**src/rtl/if_fetch_unit.sv**
```systemverilog
// ============================================================================
// Module   : if_fetch_unit
// Function : Instruction-fetch front end. Owns the PC, drives the I-cache
//            request port, buffers {PC, instruction} pairs for decode and
//            handles redirects, including ones that land during a miss.
// Revision : 1.0  initial release
// ============================================================================
`default_nettype none

`ifndef PC_WIDTH
`define PC_WIDTH 32
`endif
`ifndef DATA_WIDTH
`define DATA_WIDTH 32
`endif

module if_fetch_unit #(
    parameter int                    DEPTH    = 4,
    parameter logic [`PC_WIDTH-1:0]  RESET_PC = '0
) (
    input  logic                     ACLK,
    input  logic                     ARESETn,
    output logic                     CPU_REQ,
    output logic [`PC_WIDTH-1:0]     CPU_REQ_ADDR,
    input  logic                     CPU_REQ_VALID,
    input  logic [`DATA_WIDTH-1:0]   CPU_REQ_DATA,
    output logic                     IF_VALID,
    input  logic                     IF_READY,
    output logic [`DATA_WIDTH-1:0]   IF_INSTR,
    output logic [`PC_WIDTH-1:0]     IF_PC,
    input  logic                     REDIRECT,
    input  logic [`PC_WIDTH-1:0]     REDIRECT_PC
);

    localparam int              PTR_W   = $clog2(DEPTH);
    localparam logic [PTR_W:0]  C_DEPTH = (PTR_W+1)'(DEPTH);
    localparam logic [PTR_W:0]  C_ONE   = (PTR_W+1)'(1);

    logic [`PC_WIDTH-1:0]   pc_q;
    logic [`PC_WIDTH-1:0]   rpc_q;
    logic                   pend_q;
    logic                   rpend_q;
    logic                   start_q;
    logic [PTR_W:0]         count_q;
    logic [PTR_W-1:0]       wptr_q;
    logic [PTR_W-1:0]       rptr_q;
    logic [`PC_WIDTH-1:0]   mem_pc_q    [DEPTH];
    logic [`DATA_WIDTH-1:0] mem_instr_q [DEPTH];

    logic                   w_req;
    logic                   w_inflight;
    logic                   w_accept;
    logic                   w_pop;
    logic [`PC_WIDTH-1:0]   w_redir_pc;

    assign w_req      = start_q && (pend_q || rpend_q || (count_q < C_DEPTH));
    // A request issued this cycle without a response is already in flight at
    // the cache, so its address must be held even before pend_q is set.
    assign w_inflight = w_req && !CPU_REQ_VALID;
    assign w_accept   = CPU_REQ_VALID && !rpend_q && !REDIRECT;
    assign w_pop      = IF_VALID && IF_READY && !REDIRECT;
    assign w_redir_pc = REDIRECT_PC & ~`PC_WIDTH'(3);

    assign CPU_REQ      = w_req;
    assign CPU_REQ_ADDR = pc_q;
    assign IF_VALID     = (count_q != '0);
    assign IF_PC        = mem_pc_q[rptr_q];
    assign IF_INSTR     = mem_instr_q[rptr_q];

    always_ff @(posedge ACLK or negedge ARESETn) begin
        if (!ARESETn) begin
            pc_q    <= RESET_PC;
            rpc_q   <= '0;
            pend_q  <= 1'b0;
            rpend_q <= 1'b0;
            start_q <= 1'b0;
            count_q <= '0;
            wptr_q  <= '0;
            rptr_q  <= '0;
            for (int i = 0; i < DEPTH; i++) begin
                mem_pc_q[i]    <= '0;
                mem_instr_q[i] <= '0;
            end
        end else begin
            start_q <= 1'b1;
            pend_q  <= w_inflight;

            if (REDIRECT && w_inflight) begin
                rpend_q <= 1'b1;
                rpc_q   <= w_redir_pc;
            end else if (REDIRECT) begin
                pc_q    <= w_redir_pc;
                rpend_q <= 1'b0;
            end else if (CPU_REQ_VALID && rpend_q) begin
                pc_q    <= rpc_q;
                rpend_q <= 1'b0;
            end else if (w_accept) begin
                pc_q    <= pc_q + `PC_WIDTH'(4);
            end

            if (REDIRECT) begin
                count_q <= '0;
                wptr_q  <= '0;
                rptr_q  <= '0;
            end else begin
                if (w_accept) begin
                    mem_pc_q[wptr_q]    <= pc_q;
                    mem_instr_q[wptr_q] <= CPU_REQ_DATA;
                    wptr_q              <= wptr_q + 1'b1;
                end
                if (w_pop) begin
                    rptr_q <= rptr_q + 1'b1;
                end
                if (w_accept && !w_pop) begin
                    count_q <= count_q + C_ONE;
                end else if (!w_accept && w_pop) begin
                    count_q <= count_q - C_ONE;
                end
            end
        end
    end

    a_no_overflow : assert property (@(posedge ACLK) disable iff (!ARESETn)
        !(w_accept && (count_q == C_DEPTH)));

endmodule

`default_nettype wire

```
**config.mk**
```make
export PLATFORM = sky130hd
export DESIGN_NAME = if_fetch_unit
export DESIGN_NICKNAME = d
export VERILOG_FILES = /design/src/rtl/if_fetch_unit.sv
export SDC_FILE = /design/constraint.sdc
export NUM_CORES = 1
export LEC_CHECK = 0
export CAP_MARGIN = 10
export CORE_ASPECT_RATIO = 0.6
export CORE_MARGIN = 2
export CORE_UTILIZATION = 45
export DETAILED_ROUTE_END_ITERATION = 10
export GPL_ROUTABILITY_DRIVEN = 0
export PLACE_DENSITY = 0.66
export SYNTH_ARGS = -nofsm -noshare
export SYNTH_HDL_FRONTEND = slang
export SYNTH_SLANG_ARGS = --single-unit
```
**constraint.sdc**
```tcl
create_clock -name ACLK -period 5.9 [get_ports ACLK]
set_input_delay 1.77 -clock ACLK [delete_from_list [all_inputs] [get_ports ACLK]]
set_output_delay 1.77 -clock ACLK [all_outputs]
set_load 0.005 [all_outputs]
```
=== After elaboration in Yosys (flattened, before gate mapping) ===
Index checks and enable logic that the tools add are counted.
Widths: inputs -> output; s select.

* Flip-flop bits (word level): 328
* Bits in latches: 0
* RAM bits: 0
* Bits in read-only memories: 0
* Bits of input ports: 69
* Output and inout port bits: 98
* Logic and storage cells: 78
* Memories kept: 0

* $add $sub $neg: 5
* Multipliers: 0
* Div/mod/pow operators: 0
* $lt $le $gt $ge: 4
* Eq/ne operators: 0
* Shift operators: 0
* Muxes and demuxes: 23
* Bitwise logic cells: 4
* Reduce and logical (&&, ||, !) cells: 26

{| class="wikitable"
|+ Operator list
! operator !! count
|-
| $bwmux 128 || 2
|-
| $mux 32 || 8
|-
| $bmux 32 s2 || 2
|-
| $demux 32 s2 || 1
|-
| $add 32x3->32 const B || 1
|-
| $reduce_bool 3->1 || 4
|-
| $logic_and 1x1->1 || 11
|-
| $mux 3 || 3
|-
| $mux 2 || 4
|-
| $ge 3x3->1 const B || 2
|-
| $not 2->3 || 2
|-
| $logic_not 1->1 || 5
|-
| $add 2x1->2 const B || 2
|-
| $reduce_and 2->1 || 2
|-
| $reduce_bool 2->1 || 2
|-
| $add 3x1->3 const B || 1
|-
| $lt 3x1->1 const B || 1
|-
| $lt 3x3->1 const B || 1
|-
| $mux 1 || 3
|-
| $sub 3x1->3 const B || 1
|-
| $logic_or 1x1->1 || 2
|-
| $not 1->1 || 2
|}

=== Logic depth before layout (Yosys ltp) ===
Gate-level depths: netlist of run 1.

* Word-level depth: 8
* Depth in mapped cells: 9
* Depth with buffers taken out: 8

=== Worst setup path before layout of run 1 ===
OpenSTA, ideal clock, no wires.

* Path kind: register to output
* Start point: register rptr_q[0]
* End point: output port IF_INSTR[0]
* Arrival time: 1800 ps
* Setup slack: 2330 ps
* Stages on the path, launching flop included: 4
* Path buffers: 2
* Cell sequence: dfrtp_1 clkbuf_1 buf_1 mux4_2

* Word-level cells in the longest chain between the ends: 4

{| class="wikitable"
|+ RTL lines
! element !! line !! source
|-
| start: declaration || 46 || <nowiki>logic [PTR_W-1:0] rptr_q;</nowiki>
|-
| start signal: assignment || 112 || <nowiki>rptr_q <= rptr_q + 1'b1;</nowiki>
|-
| $not 2->3 (not written as such) || 68 || <nowiki>assign IF_INSTR = mem_instr_q[rptr_q];</nowiki>
|-
| $bmux 32 s2 || 68 ||
|-
| $mux 32 (not written as such) (2 in a row) || 68 ||
|-
| end: declaration || 29 || <nowiki>output logic [`DATA_WIDTH-1:0] IF_INSTR,</nowiki>
|}

No other way between the ends. The select of a mux whose other input is x is not followed.

=== Worst setup path in the final report of run 1 ===
* Start point: register rptr_q[0]
* End point: output port IF_INSTR[29]

Same word-level chain as after synthesis.

==> results.cfg, run 1 <==
[routing]
drt_wl_total_um = 34990
drc_errors = 0
vias = 9175
drt_pass1_iterations = 5
detail-route-antenna-nets = 0
drt_iter0_markers = 577
via_per_inst = 5.742
wire_per_inst_um = 21.90

[global_route]
first_global_vias = 9379
grt-ovfl-total = 0
grt_usage_pct = 21.06
grt_max_degree = 109
antenna_found_initial = 0
grt_pass1_wl_um = 55560

[synth]
synth_xor_area_share_pct = 0.7813
synth-edff-count = 0
synth_area_leaders = dfrtp_1, mux2_2, mux4_2, clkbuf_1, o21ai_0
synth_flop_cell = dfrtp_1
synthAdderAreaFrac_pct = 0.5667
synth_top_area_share_pct = 54.61
ys_seq_area_share_pct = 54.61
ys_warn_count = 0
synth-compound-area-share_pct = 5.100
yosys.area_share.simple_pct = 5.023
synth_top_family_by_area = multiplexers
syn-cell-area_um2 = 14570
synth_seq_cells = 318
async_reset_ff_share_pct = 100.0
ys_types = 60
synth_cells = 1030
synthMuxAreaShare_pct = 31.13
synth_top_cell_by_area = dfrtp_1
avgSynthCellArea_um2 = 14.15

[timing]
holdWs_ns = 0.4981
final_max_slew_viol_count = 0
hold_viol = 0
setup_viol = 0
setup_tns_ns = 0
rsz0062_at_grt = no
post-route-period-util_pct = 78.24
final.min_clock_period_ns = 4.616
worst_slack_ns = 1.284
finClkSkew_ns = 0.01305
worst_pin_slew_ns = 0.8603
slew_headroom_pct = 42.65
timing.fmax_mhz = 216.6

[final_layout]
finalNonFillerCells = 1598
final_cell_mix = dfrtp_1, mux2_2, clkdlybuf4s50_1
drive_gt1_share_pct = 36.13
final_area_um2 = 17690
syn2layout_area_growth_pct = 21.41
final_common_cell = dfrtp_1
antenna_cells = 0
final_nets = 1234
num-fill-cells = 2563

[floorplanning]
start_util_pct = 46.22
rows = 50
core-area_um2 = 31530
ios = 167
die_area_um2 = 33890
die_w_um = 236.3
die_h_um = 143.4

[pwr]
leakagePower_nw = 7.419
power_density_nw_per_um2 = 453.2
peakVddDrop_mv = 0.2497

[worst_setup_path]
cp_slowest_cell = dfrtp_4
critPathCaptureType = output port
start_kind = flop
r2r_setup_slack_ns = 3.32
cpPeakStageDelay_ns = 0.82
path_class = reg2out
path_cells = buf_4 > mux4_2 > clkdlybuf4s50_1
arrival_ns = 2.85
critPathRequiredTime_ns = 4.13
crit_path_end = IF_INSTR[29]
critPathLaunch = rptr_q[0]
reg2reg_depth = 6
rr_startpoint = CPU_REQ_ADDR[2]
cp_max_fo = 25
rr_endpoint = CPU_REQ_ADDR[26]

[placement]
port_buffers = 160
pre_cts_ws_ns = 1.351
dp_hpwl_um = 22310
placed_area_um2 = 16610
post-place-cells = 1542

[hold_path]
hp-start = rpc_q[18]
holdCritPathClass = reg2reg

[status]
status = complete, no violations

[clocking]
clock-sinks = 318
cts_resized = 0
postCtsSetupRepairBufs = 0
cts_hold_buf = 0
cts_inserted_buffers = 31
path_clk_slew_ns = 0.07
clk_path_buf_depth = 3
clk_latency_ns = 0.57
htreeDepth = 1
clockRootBuffer = clkbuf_16
cts_tree = yes

[job]
drv_cap = 0
[power by group]
part           total, mW  switching (mW)  internal [mW]
registers           3.42           0.531           2.89
clock network       2.10           0.862           1.24
logic               2.50           0.820           1.68
[synth_stat cells (all sizes together) (4+ instances only)]
cell type	instances
xnor2	8
a22oi	4
o21ai	36
and3	10
nand4	12
nand2b	8
nor4	6
mux4	62
clkbuf	53
ha	5
a31oi	8
inv	11
nand2	31
dfrtp	318
a22o	4
nor3	5
buf	32
nor2	28
and2	7
nand3	17
xor2	5
mux2	278
a21oi	26
a222oi	5
[routing by layer]
metal	share of wire [%]	routed length [um]	track usage, %	vias to the layer above
met3	5.7	1977	4.322	38
li1	-	-	-	4077
met1	49	17050	32.18	4825
met4	1.6	557	4.031	0
met2	44	15410	31.25	235
met5	0	0	0	-
[cell families (layout without fill, tap and decap cells)]
kind of cell,Yosys count,in the layout
mux,341,341
flops,318,318
simple gates,138,138
compound gates,116,116
buf+inv,96,245
xor+xnor,13,13
fa+ha+maj,6,6
other cells,2,5
[area by class of cell]
cell class,count,area (um2),share of cell area (%)
timing repair buffer,178,1824,10.31
multi-input combinational,619,6266,35.41
inverter,11,41.29,0.2334
clock inverter,14,181.4,1.025
tap,416,520.5,2.942
clock buffer,42,897.1,5.070
sequential,318,7963,45.00
[flip-flops by register name (all words and copies together) (netlist names)]
signal,flops
mem_instr_q,128
mem_pc_q,120
CPU_REQ_ADDR,30
rpc_q,30
count_q,3
rptr_q,2
wptr_q,2
pend_q,1
rpend_q,1
start_q,1
[through the flow]
stage / total power, mW / utilization, %
6_report: 8.018 / 56.12
5_1_grt: 8.480 / 56.12
4_1_cts: 8.121 / 56.12
3_5_place_dp: 5.983 / 52.69
3_3_place_gp: 5.911 / 52.69
2_1_floorplan: 4.745 / -
[worst max-delay path, delay by kind of cell, from the launching register on]
kind / cells / cell delay [ns]
mux: 1 / 0.54
flops: 1 / 0.82
buf+inv: 2 / 0.90
[worst min path at each step]
| stage | endpoint | slack [ns] | cells after the start |
|---|---|---|---|
| 2_1_floorplan | CPU_REQ_ADDR[18] | 0.45 | 2 |
| 3_3_place_gp | CPU_REQ_ADDR[18] | 0.48 | 2 |
| 3_5_place_dp | CPU_REQ_ADDR[18] | 0.49 | 2 |
| 4_1_cts | CPU_REQ_ADDR[18] | 0.50 | 2 |
| 5_1_grt | mem_instr_q[42] | 0.52 | 1 |
| 6_report | CPU_REQ_ADDR[18] | 0.50 | 2 |
Note: power is estimated with default switching activity, not from simulation.
==> run 2, diff against run 1 <==
==> constraint.sdc (replaced) <==
create_clock -name ACLK -period 4.58 [get_ports ACLK]
set_input_delay 1.374 -clock ACLK [delete_from_list [all_inputs] [get_ports ACLK]]
set_output_delay 1.374 -clock ACLK [all_outputs]
set_load 0.005 [all_outputs]
==> run 2 against run 1 <==
Effect of this change: setup slack worse by 0.78 ns; design area about the same; total power increased by 26%; non-clock buffer count increased by 12; die area stayed put; clock-buffer cell count grew 8; critical path type unchanged; critical endpoint is now IF_PC[8]; largest power group unchanged.
==> results.cfg, run 2 (synthesized netlist as in run 1, its figures left out) <==
[status]
status = complete, no violations

[final_layout]
drive_gt1_share_pct = 36.21
final_cell_mix = dfrtp_1, mux2_2, clkdlybuf4s50_1
final_area_um2 = 17700
final_common_cell = dfrtp_1
multi_input_area_um2 = 6266
top_regs = mem_instr_q: 128 flops, mem_pc_q: 120 flops
syn2layout_area_growth_pct = 21.43
regMostFlops = mem_instr_q
seqCellArea_um2 = 7963
largest_reg_flops = 128
final_nets = 1245
num-fill-cells = 2558

[placement]
dp_hpwl_um = 22840
placed_area_um2 = 16720
port_buffers = 160

[timing]
setup_viol = 0
final_max_slew_viol_count = 0
worst_pin_slew_ns = 1.007
finClkSkew_ns = 0.01100
rsz0062_at_grt = no
timing.fmax_mhz = 245.4
setup_tns_ns = 0
final.min_clock_period_ns = 4.075
post-route-period-util_pct = 88.97
slew_headroom_pct = 32.66
hold_viol = 0

[global_route]
first_global_vias = 9515
antenna_found_initial = 1
grt_usage_pct = 21.04
grt_max_degree = 108
grt_pass1_wl_um = 55690
grt-ovfl-total = 0

[routing]
drt_iter0_markers = 634
drc_errors = 0
vias = 9181
detail-route-antenna-nets = 0
wire_per_inst_um = 21.65
drt_pass1_iterations = 5
drt_wl_total_um = 34860
via_per_inst = 5.702

[pwr]
switching_power_mw = 2.792
p_sw_share_pct = 27.66
leakagePower_nw = 7.430
power.share.clock_pct = 24.3
combPwrFrac_pct = 32.4
power_density_nw_per_um2 = 570.6
p_int_mw = 7.304
seqPwrFrac_pct = 43.3
peakVddDrop_mv = 0.3633

[clocking]
htreeDepth = 1
cts_inserted_buffers = 30
path_clk_slew_ns = 0.06
cts_tree = yes
clockRootBuffer = clkbuf_16
clock-sinks = 318
postCtsSetupRepairBufs = 0
clk_path_buf_depth = 3
cts_resized = 0
clk_latency_ns = 0.56
cts_hold_buf = 0

[worst_setup_path]
path_cells = buf_4 > mux4_2 > clkdlybuf4s50_1
rr_endpoint = CPU_REQ_ADDR[26]
arrival_ns = 2.70
reg2reg_depth = 6
crit_buf_inv = 2
cpPeakStageDelay_ns = 0.79
path_delay_family = buffers and inverters
r2r_setup_slack_ns = 2.00
path_class = reg2out
cp_max_fo = 23
critPathRequiredTime_ns = 3.21
rr_startpoint = CPU_REQ_ADDR[2]
critPathCaptureType = output port
cp_slowest_cell = dfrtp_2
start_kind = flop

[floorplanning]
ios = 167
die_w_um = 236.3
start_util_pct = 46.22
core-area_um2 = 31530
rows = 50
die_h_um = 143.4
die_area_um2 = 33890

[hold_path]
hp-start = rpc_q[18]
whs_path_depth = 2
holdCritPathClass = reg2reg
hold-path-endpoint = CPU_REQ_ADDR[18]

[job]
drv_cap = 0
[run 2: metal layers]
| layer | up-vias | routed length (um) | part of all wire [%] | track usage [%] |
|---|---|---|---|---|
| li1 | 4106 | - | - | - |
| met1 | 4789 | 16750 | 48 | 31.53 |
| met2 | 247 | 15570 | 45 | 31.84 |
| met3 | 39 | 2032 | 5.8 | 4.533 |
| met4 | 0 | 503 | 1.4 | 3.931 |
| met5 | - | 0 | 0 | 0 |
[run 2: per-stage QoR]
step                      setup slack, ns  std cells  util (%)  power, mW  hold WS, ns
after global placement             0.9226       1554     53.02      7.637       0.4730
after CTS                          0.4268       1609     56.12      10.23       0.4925
after global routing               0.4039       1609     56.12      10.71       0.5133
final                              0.5053       1610     56.12      10.10       0.5003
after floorplan                     1.406       1033         -      6.113       0.4542
after detailed placement           0.9325       1554     53.02      7.735       0.4736
[run 2: final cells by class]
cell class / count / share of cell area, %
sequential: 318 / 45.00
multi-input combinational: 619 / 35.41
timing repair buffer: 190 / 10.89
clock buffer: 50 / 5.352
tap: 416 / 2.941
inverter: 11 / 0.2333
clock inverter: 5 / 0.1626
antenna: 1 / 0.01414
[run 2: power groups by stage]
stage	sequential (mW)	clock (mW)	combinational, mW
5_1_grt	4.51	2.65	3.55
6_report	4.37	2.45	3.27
3_5_place_dp	4.41	0	3.33
3_3_place_gp	4.38	0	3.26
2_1_floorplan	4.10	0	2.01
4_1_cts	4.37	2.52	3.34
[run 2: worst max-delay path by stage]
stage,end,depth (start not counted),from,slack [ns]
finish,IF_PC[8],3,rptr_q[1],0.51
global placement,mem_pc_q[105],5,CPU_REQ_VALID,0.92
CTS,IF_PC[8],3,rptr_q[1],0.43
detailed placement,count_q[2],10,REDIRECT,0.93
global route,IF_PC[8],3,rptr_q[1],0.40
floorplan,IF_INSTR[0],3,rptr_q[0],1.41
[run 2: worst reg2reg max path: cells and delay by family, from the launching register on]
family                   cells  cell delay, ns
AND/OR/NAND/NOR              3            1.22
flip-flops                   1            0.51
AO/OA/AOI/OAI                2            0.40
adder cells (fa/ha/maj)      1            0.34
